### src/rtl/xor_checksum_accum.sv
// Frame-based XOR checksum engine. It folds valid/ready words into a running XOR and
// presents sum, parity, length and overflow on a held result register.
module xor_checksum_accum #(
   parameter int unsigned WIDTH   = 8,
   parameter int unsigned MAX_LEN = 16,
   parameter int unsigned CNT_W   = $clog2(MAX_LEN + 1)
) (
   input  logic             clk,
   input  logic             rst_n,
   input  logic             clear,
   input  logic             in_valid,
   output logic             in_ready,
   input  logic [WIDTH-1:0] in_data,
   input  logic             in_last,
   output logic             out_valid,
   input  logic             out_ready,
   output logic [WIDTH-1:0] out_sum,
   output logic             out_parity,
   output logic [CNT_W-1:0] out_len,
   output logic             out_err
);

   localparam logic [CNT_W-1:0] MaxCnt = CNT_W'(MAX_LEN);

   logic [WIDTH-1:0] acc_q, acc_d;
   logic [CNT_W-1:0] cnt_q, cnt_d;
   logic             ovf_q, ovf_d;
   logic             first_q, first_d;
   logic             out_valid_q, out_valid_d;
   logic [WIDTH-1:0] out_sum_q, out_sum_d;
   logic             out_parity_q, out_parity_d;
   logic [CNT_W-1:0] out_len_q, out_len_d;
   logic             out_err_q, out_err_d;

   logic             in_fire, out_fire;
   logic [WIDTH-1:0] fold_acc;
   logic [CNT_W-1:0] fold_cnt;
   logic             fold_ovf;

   // Frame state as it would stand after folding the word currently offered.
   always_comb begin
      fold_acc = acc_q ^ in_data;
      fold_cnt = cnt_q;
      fold_ovf = ovf_q;
      if (first_q) begin
         fold_acc = in_data;
         fold_cnt = CNT_W'(1);
         fold_ovf = 1'b0;
      end else if (cnt_q < MaxCnt) begin
         fold_cnt = cnt_q + CNT_W'(1);
      end else begin
         fold_ovf = 1'b1;
      end
   end

   always_comb begin
      in_ready     = ~clear & (~out_valid_q | out_ready);
      in_fire      = in_valid & in_ready;
      out_fire     = out_valid_q & out_ready;

      acc_d        = acc_q;
      cnt_d        = cnt_q;
      ovf_d        = ovf_q;
      first_d      = first_q;
      out_valid_d  = out_valid_q;
      out_sum_d    = out_sum_q;
      out_parity_d = out_parity_q;
      out_len_d    = out_len_q;
      out_err_d    = out_err_q;

      if (clear) begin
         acc_d        = '0;
         cnt_d        = '0;
         ovf_d        = 1'b0;
         first_d      = 1'b1;
         out_valid_d  = 1'b0;
         out_sum_d    = '0;
         out_parity_d = 1'b0;
         out_len_d    = '0;
         out_err_d    = 1'b0;
      end else begin
         if (out_fire) begin
            out_valid_d = 1'b0;
         end
         if (in_fire) begin
            acc_d   = fold_acc;
            cnt_d   = fold_cnt;
            ovf_d   = fold_ovf;
            first_d = in_last;
            // A last word taken alongside an output transfer replaces the result.
            if (in_last) begin
               out_valid_d  = 1'b1;
               out_sum_d    = fold_acc;
               out_parity_d = ^fold_acc;
               out_len_d    = fold_cnt;
               out_err_d    = fold_ovf;
            end
         end
      end
   end

   always_ff @(posedge clk or negedge rst_n) begin
      if (!rst_n) begin
         acc_q        <= '0;
         cnt_q        <= '0;
         ovf_q        <= 1'b0;
         first_q      <= 1'b1;
         out_valid_q  <= 1'b0;
         out_sum_q    <= '0;
         out_parity_q <= 1'b0;
         out_len_q    <= '0;
         out_err_q    <= 1'b0;
      end else begin
         acc_q        <= acc_d;
         cnt_q        <= cnt_d;
         ovf_q        <= ovf_d;
         first_q      <= first_d;
         out_valid_q  <= out_valid_d;
         out_sum_q    <= out_sum_d;
         out_parity_q <= out_parity_d;
         out_len_q    <= out_len_d;
         out_err_q    <= out_err_d;
      end
   end

   assign out_valid  = out_valid_q;
   assign out_sum    = out_sum_q;
   assign out_parity = out_parity_q;
   assign out_len    = out_len_q;
   assign out_err    = out_err_q;

endmodule

### config.mk
export PLATFORM = sky130hd
export DESIGN_NAME = xor_checksum_accum
export DESIGN_NICKNAME = d
export VERILOG_FILES = /design/src/rtl/xor_checksum_accum.sv
export SDC_FILE = /design/constraint.sdc
export NUM_CORES = 1
export LEC_CHECK = 0
export ABC_AREA = 1
export CAP_MARGIN = 10
export CORE_MARGIN = 2
export CORE_UTILIZATION = 30
export CTS_BUF_LIST = sky130_fd_sc_hd__clkbuf_8
export CTS_CLUSTER_DIAMETER = 30
export DETAILED_ROUTE_END_ITERATION = 8
export GPL_ROUTABILITY_DRIVEN = 0
export PLACE_DENSITY_LB_ADDON = 0.15
export SETUP_SLACK_MARGIN = 0.1
export SLEW_MARGIN = 30
export SYNTH_ARGS = -nofsm -noshare
export SYNTH_HDL_FRONTEND = slang
export SYNTH_SLANG_ARGS = --single-unit
export TNS_END_PERCENT = 20
### constraint.sdc
create_clock -name clk -period 1.95 [get_ports clk]
set_input_delay 0.2925 -clock clk [delete_from_list [all_inputs] [get_ports clk]]
set_output_delay 0.2925 -clock clk [all_outputs]
set_load 0.02 [all_outputs]
==> results of run 1 <==
==> cell families after synthesis <==
group                    Yosys count  share of synthesized area
XOR/XNOR                           2                    0.00997
AO/OA/AOI/OAI                     29                     0.0911
flip-flops                        31                      0.442
adder cells (fa/ha/maj)            1                    0.00712
AND/OR/NAND/NOR                  122                      0.362
buffers and inverters             28                     0.0747
multiplexers                       2                     0.0128
==> cell usage in the layout, fill, tap and decap left out <==
cell,Yosys,final
nand3_4,3,3
dfrtp_1,30,30
nand2_1,86,86
a211oi_1,1,1
inv_4,1,1
o21ai_1,1,1
o22ai_1,1,1
clkbuf_8,0,5
a21oi_4,1,1
clkinv_2,0,1
nand2_2,2,2
nand3b_4,4,4
xor2_1,2,2
mux2_2,2,2
ha_1,1,1
o21ai_0,22,22
nand3_1,12,12
nand2_4,7,7
nor2_1,8,8
dlygate4sd2_1,0,1
dfstp_2,1,1
clkdlybuf4s50_1,0,29
inv_2,9,9
inv_1,16,18
buf_4,0,4
a21oi_1,3,3
==> power by group through the flow <==
stage                     Combinational (uW)  Sequential, uW  Clock [uW]
after CTS                                281             699         501
after floorplan                          157             725           0
final                                    276             698         477
after detailed placement                 281             711           0
after global placement                   279             711           0
after global routing                     308             702         523
==> worst paths after layout <==
| path | startpoint | end | slack, ns | cells past startpoint |
|---|---|---|---|---|
| worst max-delay path | out_ready | in_ready | 0.38 | 4 |
| worst min-delay path | rst_n | ovf_q | 0.41 | 2 |
| worst max register to register | first_q | out_parity | 0.42 | 11 |
| worst min register to register | out_parity | out_parity | 0.48 | 2 |
| max in group asynchronous | rst_n | first_q | 1.21 | 2 |
| min in group clk | out_parity | out_parity | 0.48 | 2 |
==> metal layers <==
layer	vias up	track usage
li1	757	-
met1	660	0.162
met2	22	0.203
met3	4	0.0303
met4	0	0.0407
met5	-	0
==> state kept, by name, indices dropped and copies added (netlist names) <==
name        count
acc_q           8
cnt_q           5
first_q         1
out_err         1
out_len         5
out_parity      1
out_sum         8
out_valid       1
ovf_q           1
==> worst max-delay path, cell delays in order <==
cell and delay (ns):
clkdlybuf4s50_1 0.45, nor2_1 0.05, nor2_1 0.13, dlygate4sd2_1 0.35
==> what timing repair did <==
item                                   4_1_cts  5_1_grt
endpoints found under the hold margin        0        0
setup endpoints to repair                    1        0
resized for setup                            1        0
==> area by class of cell <==
type | instances | area, um^2 | share of cell area
Tap cell | 72 | 90.1 | 0.0404
Timing Repair Buffer | 34 | 329 | 0.148
Clock buffer | 5 | 68.8 | 0.0309
Inverter | 26 | 100 | 0.0449
Multi-Input combinational cell | 156 | 850 | 0.381
Sequential cell | 31 | 777 | 0.349
Clock inverter | 3 | 12.5 | 0.00562
==> stage by stage <==
| step | total power (uW) | utilization | setup WS, ns | area [um^2] | cells |
|---|---|---|---|---|---|
| finish | 1450 | 0.400 | 0.378 | 2230 | 327 |
| detailed placement | 992 | 0.385 | 0.0826 | 2150 | 319 |
| global route | 1530 | 0.400 | 0.279 | 2230 | 327 |
| floorplan | 882 | - | 0.578 | 1760 | 215 |
| global placement | 990 | 0.385 | 0.0741 | 2150 | 319 |
| CTS | 1480 | 0.400 | 0.361 | 2230 | 327 |
==> summary.txt, run 1 <==
Run status
  • Outcome: complete, no violations

Critical path
  • WS Path Type: in -> out
  • CP Max Fanout: 2
  • Worst Path Required: 1.66 ns
  • Critical path startpoint category: input port
  • CP arrival: 1.28 ns
  • Endpoint class of the critical path: output port

Clock network
  • CTS sink cnt: 31
  • CTS Hold Bufs: 0
  • Setup bufs post-CTS: 0
  • CTS clk-pin slew, worst paths: 0.07 ns
  • CTS tree: yes
  • Clock Root Buffer: clkbuf_8
  • Clock buffers created by TritonCTS: 5
  • Clock H-tree levels: 2
  • Clk buf depth: 2
  • Clock Latency Late Sink: 0.28 ns

Routing
  • Via density: 4.41
  • Drt first pass iters: 4
  • Total Wirelength: 3690 um
  • DR WL/cell: 11.3 um
  • 1st-iter DRT viols: 45
  • Met2 routed WL: 1710 um
  • # DRC: 0
  • WL met1: 1820 um
  • ANT nets after route: 0
  • Top Metal Used: met4
  • Vias: 1443
  • Met3 WL: 131 um

Final layout
  • Number of nets in the layout: 269
  • Share of layout cells above drive strength 1: 0.157
  • # diodes: 0
  • Fillers: 569
  • Layout area overhead: 26.7%

Pwr
  • Reg power frac: 0.481
  • P per Cell Area: 652 nW/um^2
  • Net Sw Frac: 0.295
  • Net load switching power: 428 uW
  • Int Pwr: 1020 uW
  • Clock share of power: 0.329
  • Lkg Pwr: 0.00115 uW
  • Logic pwr share: 0.190
  • Maximum VDD drop: 254 uV

Global routing
  • Via count of the first global-routing pass: 1337
  • Total gr overflow: 0
  • Largest net degree at the start of global routing: 32
  • Gr usage total: 0.125
  • Global-route wire length before repair: 6160 um
  • Initial antenna violation count: 0

STA
  • RSZ-0062 raised after global routing: false
  • Slew HR: 0.725
  • Final TNS setup: 0 ns
  • # setup viols final: 0
  • Slew @ Worst Pin: 0.413 ns
  • Period utilisation layout: 0.806
  • Max Slew Vio Count: 0
  • Clock skew: 0.00658 ns
  • Hold_ws: 0.406 ns
  • Period minus WS final: 1.57 ns
  • Peak Freq: 636 MHz
  • Final Hold Fails: 0

Synth
  • Synth Flop Type: dfrtp_1
  • Sequential fraction of the synthesis area: 0.442
  • FF+latch count, synth: 31
  • Post-synth EDFFs: 0
  • Leading cell types by total area after synthesis: dfrtp_1 43%, nand2_1 18%, o21ai_0 6.3%, nand3b_4 4.6%, nand2_4 4.5%
  • Netlist cell types: 23
  • Asr flop ratio synth: 1.00
  • Most area-hungry cell type in the Yosys netlist: dfrtp_1
  • Cell Area, Synth: 1760 um^2
  • Net count after synthesis: 230
  • Warnings from Yosys: 0
  • Cells after Synth: 215
  • Mean Syn Cell Area: 8.18 um^2
  • Most common cell in the netlist: nand2_1
  • Share of the synthesized area in the top cell type: 0.427
  • Post-synth top cells: 86 x nand2_1, 30 x dfrtp_1, 22 x o21ai_0

Die
  • # IOs: 31
  • Site Rows: 27
  • Initial Util: 0.315
  • Die Wd: 80.6 um
  • Core Area: 5570 um^2
  • Die ar.: 6490 um^2
  • Die height: 80.6 um

Min path
  • Hold Path Class: in -> async

Placement
  • Buffers on Ports: 30
  • DP HPWL: 2700 um

Flow run
  • MaxCap Viol Count: 0
Note: power is estimated with default switching activity, not from simulation.
==> run 2, diff against run 1 <==
==> constraint.sdc (replaced) <==
create_clock -name clk -period 1.52 [get_ports clk]
set_input_delay 0.228 -clock clk [delete_from_list [all_inputs] [get_ports clk]]
set_output_delay 0.228 -clock clk [all_outputs]
set_load 0.02 [all_outputs]
==> summary.txt, run 2 (synthesis results as in run 1) <==
Die
  • Die height: 80.6 um (unchanged)
  • Die Wd: 80.6 um (unchanged)
  • Site Rows: 27 (unchanged)
  • Die ar.: 6490 um^2 (unchanged)
  • Initial Util: 0.315 (unchanged)
  • # IOs: 31 (unchanged)
  • Core Area: 5570 um^2 (unchanged)

Critical path
  • Endpoint class of the critical path: flop
  • Worst Path Required: 1.75 ns (+0.09 ns)
  • CP Max Fanout: 5 (+3)
  • Critical path startpoint category: flop
  • CP arrival: 1.72 ns (+0.44 ns)
  • WS Path Type: reg -> reg

Final layout
  • Fin area: 2670 um^2 (+20%)
  • Number of nets in the layout: 296 (+10%)
  • Most frequent cells in the layout: 51 x nand2_1, 31 x nand2_2, 30 x dfrtp_1
  • Layout area overhead: 52.1%
  • Share of layout cells above drive strength 1: 0.397 (+0.240)
  • # diodes: 0 (unchanged)
  • Commonest non-fill, non-tap cell in the layout: nand2_1

STA
  • Clock skew: 0.00685 ns (+0.000279 ns)
  • Final WS setup: 0.0285 ns (-0.349 ns)
  • # setup viols final: 0 (unchanged)
  • Max Slew Vio Count: 0 (unchanged)
  • Peak Freq: 670 MHz
  • Final TNS setup: 0 ns (unchanged)
  • Final Hold Fails: 0 (unchanged)
  • Slew HR: 0.839 (+0.115)
  • RSZ-0062 raised after global routing: true
  • Slew @ Worst Pin: 0.240 ns (-0.172 ns)
  • Period utilisation layout: 0.981
  • Period minus WS final: 1.49 ns

Routing
  • # DRC: 0 (unchanged)
  • DR WL/cell: 11.8 um (+4.8%)
  • Met3 WL: 192 um (+47%)
  • Met2 routed WL: 2000 um (+17%)
  • ANT nets after route: 0 (unchanged)
  • Drt first pass iters: 4 (unchanged)
  • Via density: 4.50 (+2.0%)
  • Total Wirelength: 4190 um (+13%)
  • WL met1: 1950 um (+7.5%)
  • 1st-iter DRT viols: 69 (+53%)
  • Top Metal Used: met4
  • Vias: 1593 (+10%)

Clock network
  • Clock H-tree levels: 2 (unchanged)
  • CTS tree: yes
  • Clk buf depth: 2 (unchanged)
  • CTS Hold Bufs: 0 (unchanged)
  • Clock buffers created by TritonCTS: 5 (unchanged)
  • CTS clk-pin slew, worst paths: 0.07 ns (about the same)
  • Clock Root Buffer: clkbuf_8
  • Clock Latency Late Sink: 0.29 ns (about the same)
  • CTS sink cnt: 31 (unchanged)

Global routing
  • Global-route wire length before repair: 7220 um (+17%)
  • Via count of the first global-routing pass: 1490 (+11%)
  • Initial antenna violation count: 0 (unchanged)
  • Largest net degree at the start of global routing: 32 (unchanged)
  • Total gr overflow: 0 (unchanged)
  • Gr usage total: 0.145 (+0.0199)

Pwr
  • Tot Pwr: 2120 uW (+46%)
  • Maximum VDD drop: 369 uV (+46%)
  • Lkg Pwr: 0.00160 uW (+40%)
  • P per Cell Area: 792 nW/um^2 (+22%)

Placement
  • Area after DPL: 2300 um^2 (+7.2%)
  • Dpl ws: -0.205 ns (-0.287 ns)
  • Buffers on Ports: 30 (unchanged)
  • DP HPWL: 2900 um (+7.2%)

Run status
  • Outcome: complete, no violations

Flow run
  • MaxCap Viol Count: 0 (unchanged)

Min path
  • Hold Path Class: in -> async
run 2: path summary, 6_finish.rpt:
kind                             from          to  slack (ns)  depth (start not counted)
setup reg to reg              first_q  out_parity        0.03                         13
hold reg to reg            out_parity  out_parity        0.47                          2
setup / recovery              first_q  out_parity        0.03                         13
min in group clk           out_parity  out_parity        0.47                          2
hold / removal                  rst_n  out_sum[6]        0.30                          2
max in group asynchronous       rst_n     first_q        0.98                          2
run 2: area by class of cell:
cell class                 instances  area (um^2)
timing repair inverter             3         28.8
clock inverter                     1         3.75
tap                               72         90.1
multi-input combinational        156          992
inverter                          26          115
timing repair buffer              58          571
fill                             560         2900
sequential                        31          777
clock buffer                       7         96.3
run 2: metal layers:
metal	track usage	vias to the layer above
li1	-	816
met1	0.199	746
met2	0.227	25
met3	0.0348	6
met4	0.0390	0
met5	0	-
run 2: critical path: stages (launching register included):
cell and delay [ns]:
dfstp_2 0.56, buf_12 0.14, inv_8 0.05, nand2_4 0.06
nand2_4 0.05, nand2_4 0.09, inv_4 0.05, nand2_2 0.07
nand2_2 0.05, nand2_1 0.05, nand2_1 0.04, nand2_1 0.07
nand3_2 0.08, nand2_1 0.07
run 2: metrics by stage:
| step | std cells | hold WS (ns) | util |
|---|---|---|---|
| global route | 354 | 0.346 | 0.480 |
| global placement | 338 | 0.462 | 0.413 |
| detailed placement | 338 | 0.467 | 0.413 |
| finish | 354 | 0.300 | 0.480 |
| floorplan | 215 | -0.0676 | - |
| CTS | 353 | 0.302 | 0.449 |
run 2: power by group:
group,internal [uW],switching [uW],total (uW),leakage [uW]
Combinational,219,273,492,0.00113
Clock,406,320,726,0.0000557
Sequential,864,36.5,901,0.000418
Total,1490,629,2120,0.00160
run 2: repair_timing:
| action | 4_1_cts | 5_1_grt |
|---|---|---|
| gates cloned | 3 | 0 |
| pin swaps | 9 | 20 |
| buffers inserted | 4 | 1 |
| endpoints found under the setup margin | 18 | 33 |
| resized for setup | 18 | 64 |
| endpoints found under the hold margin | 0 | 0 |
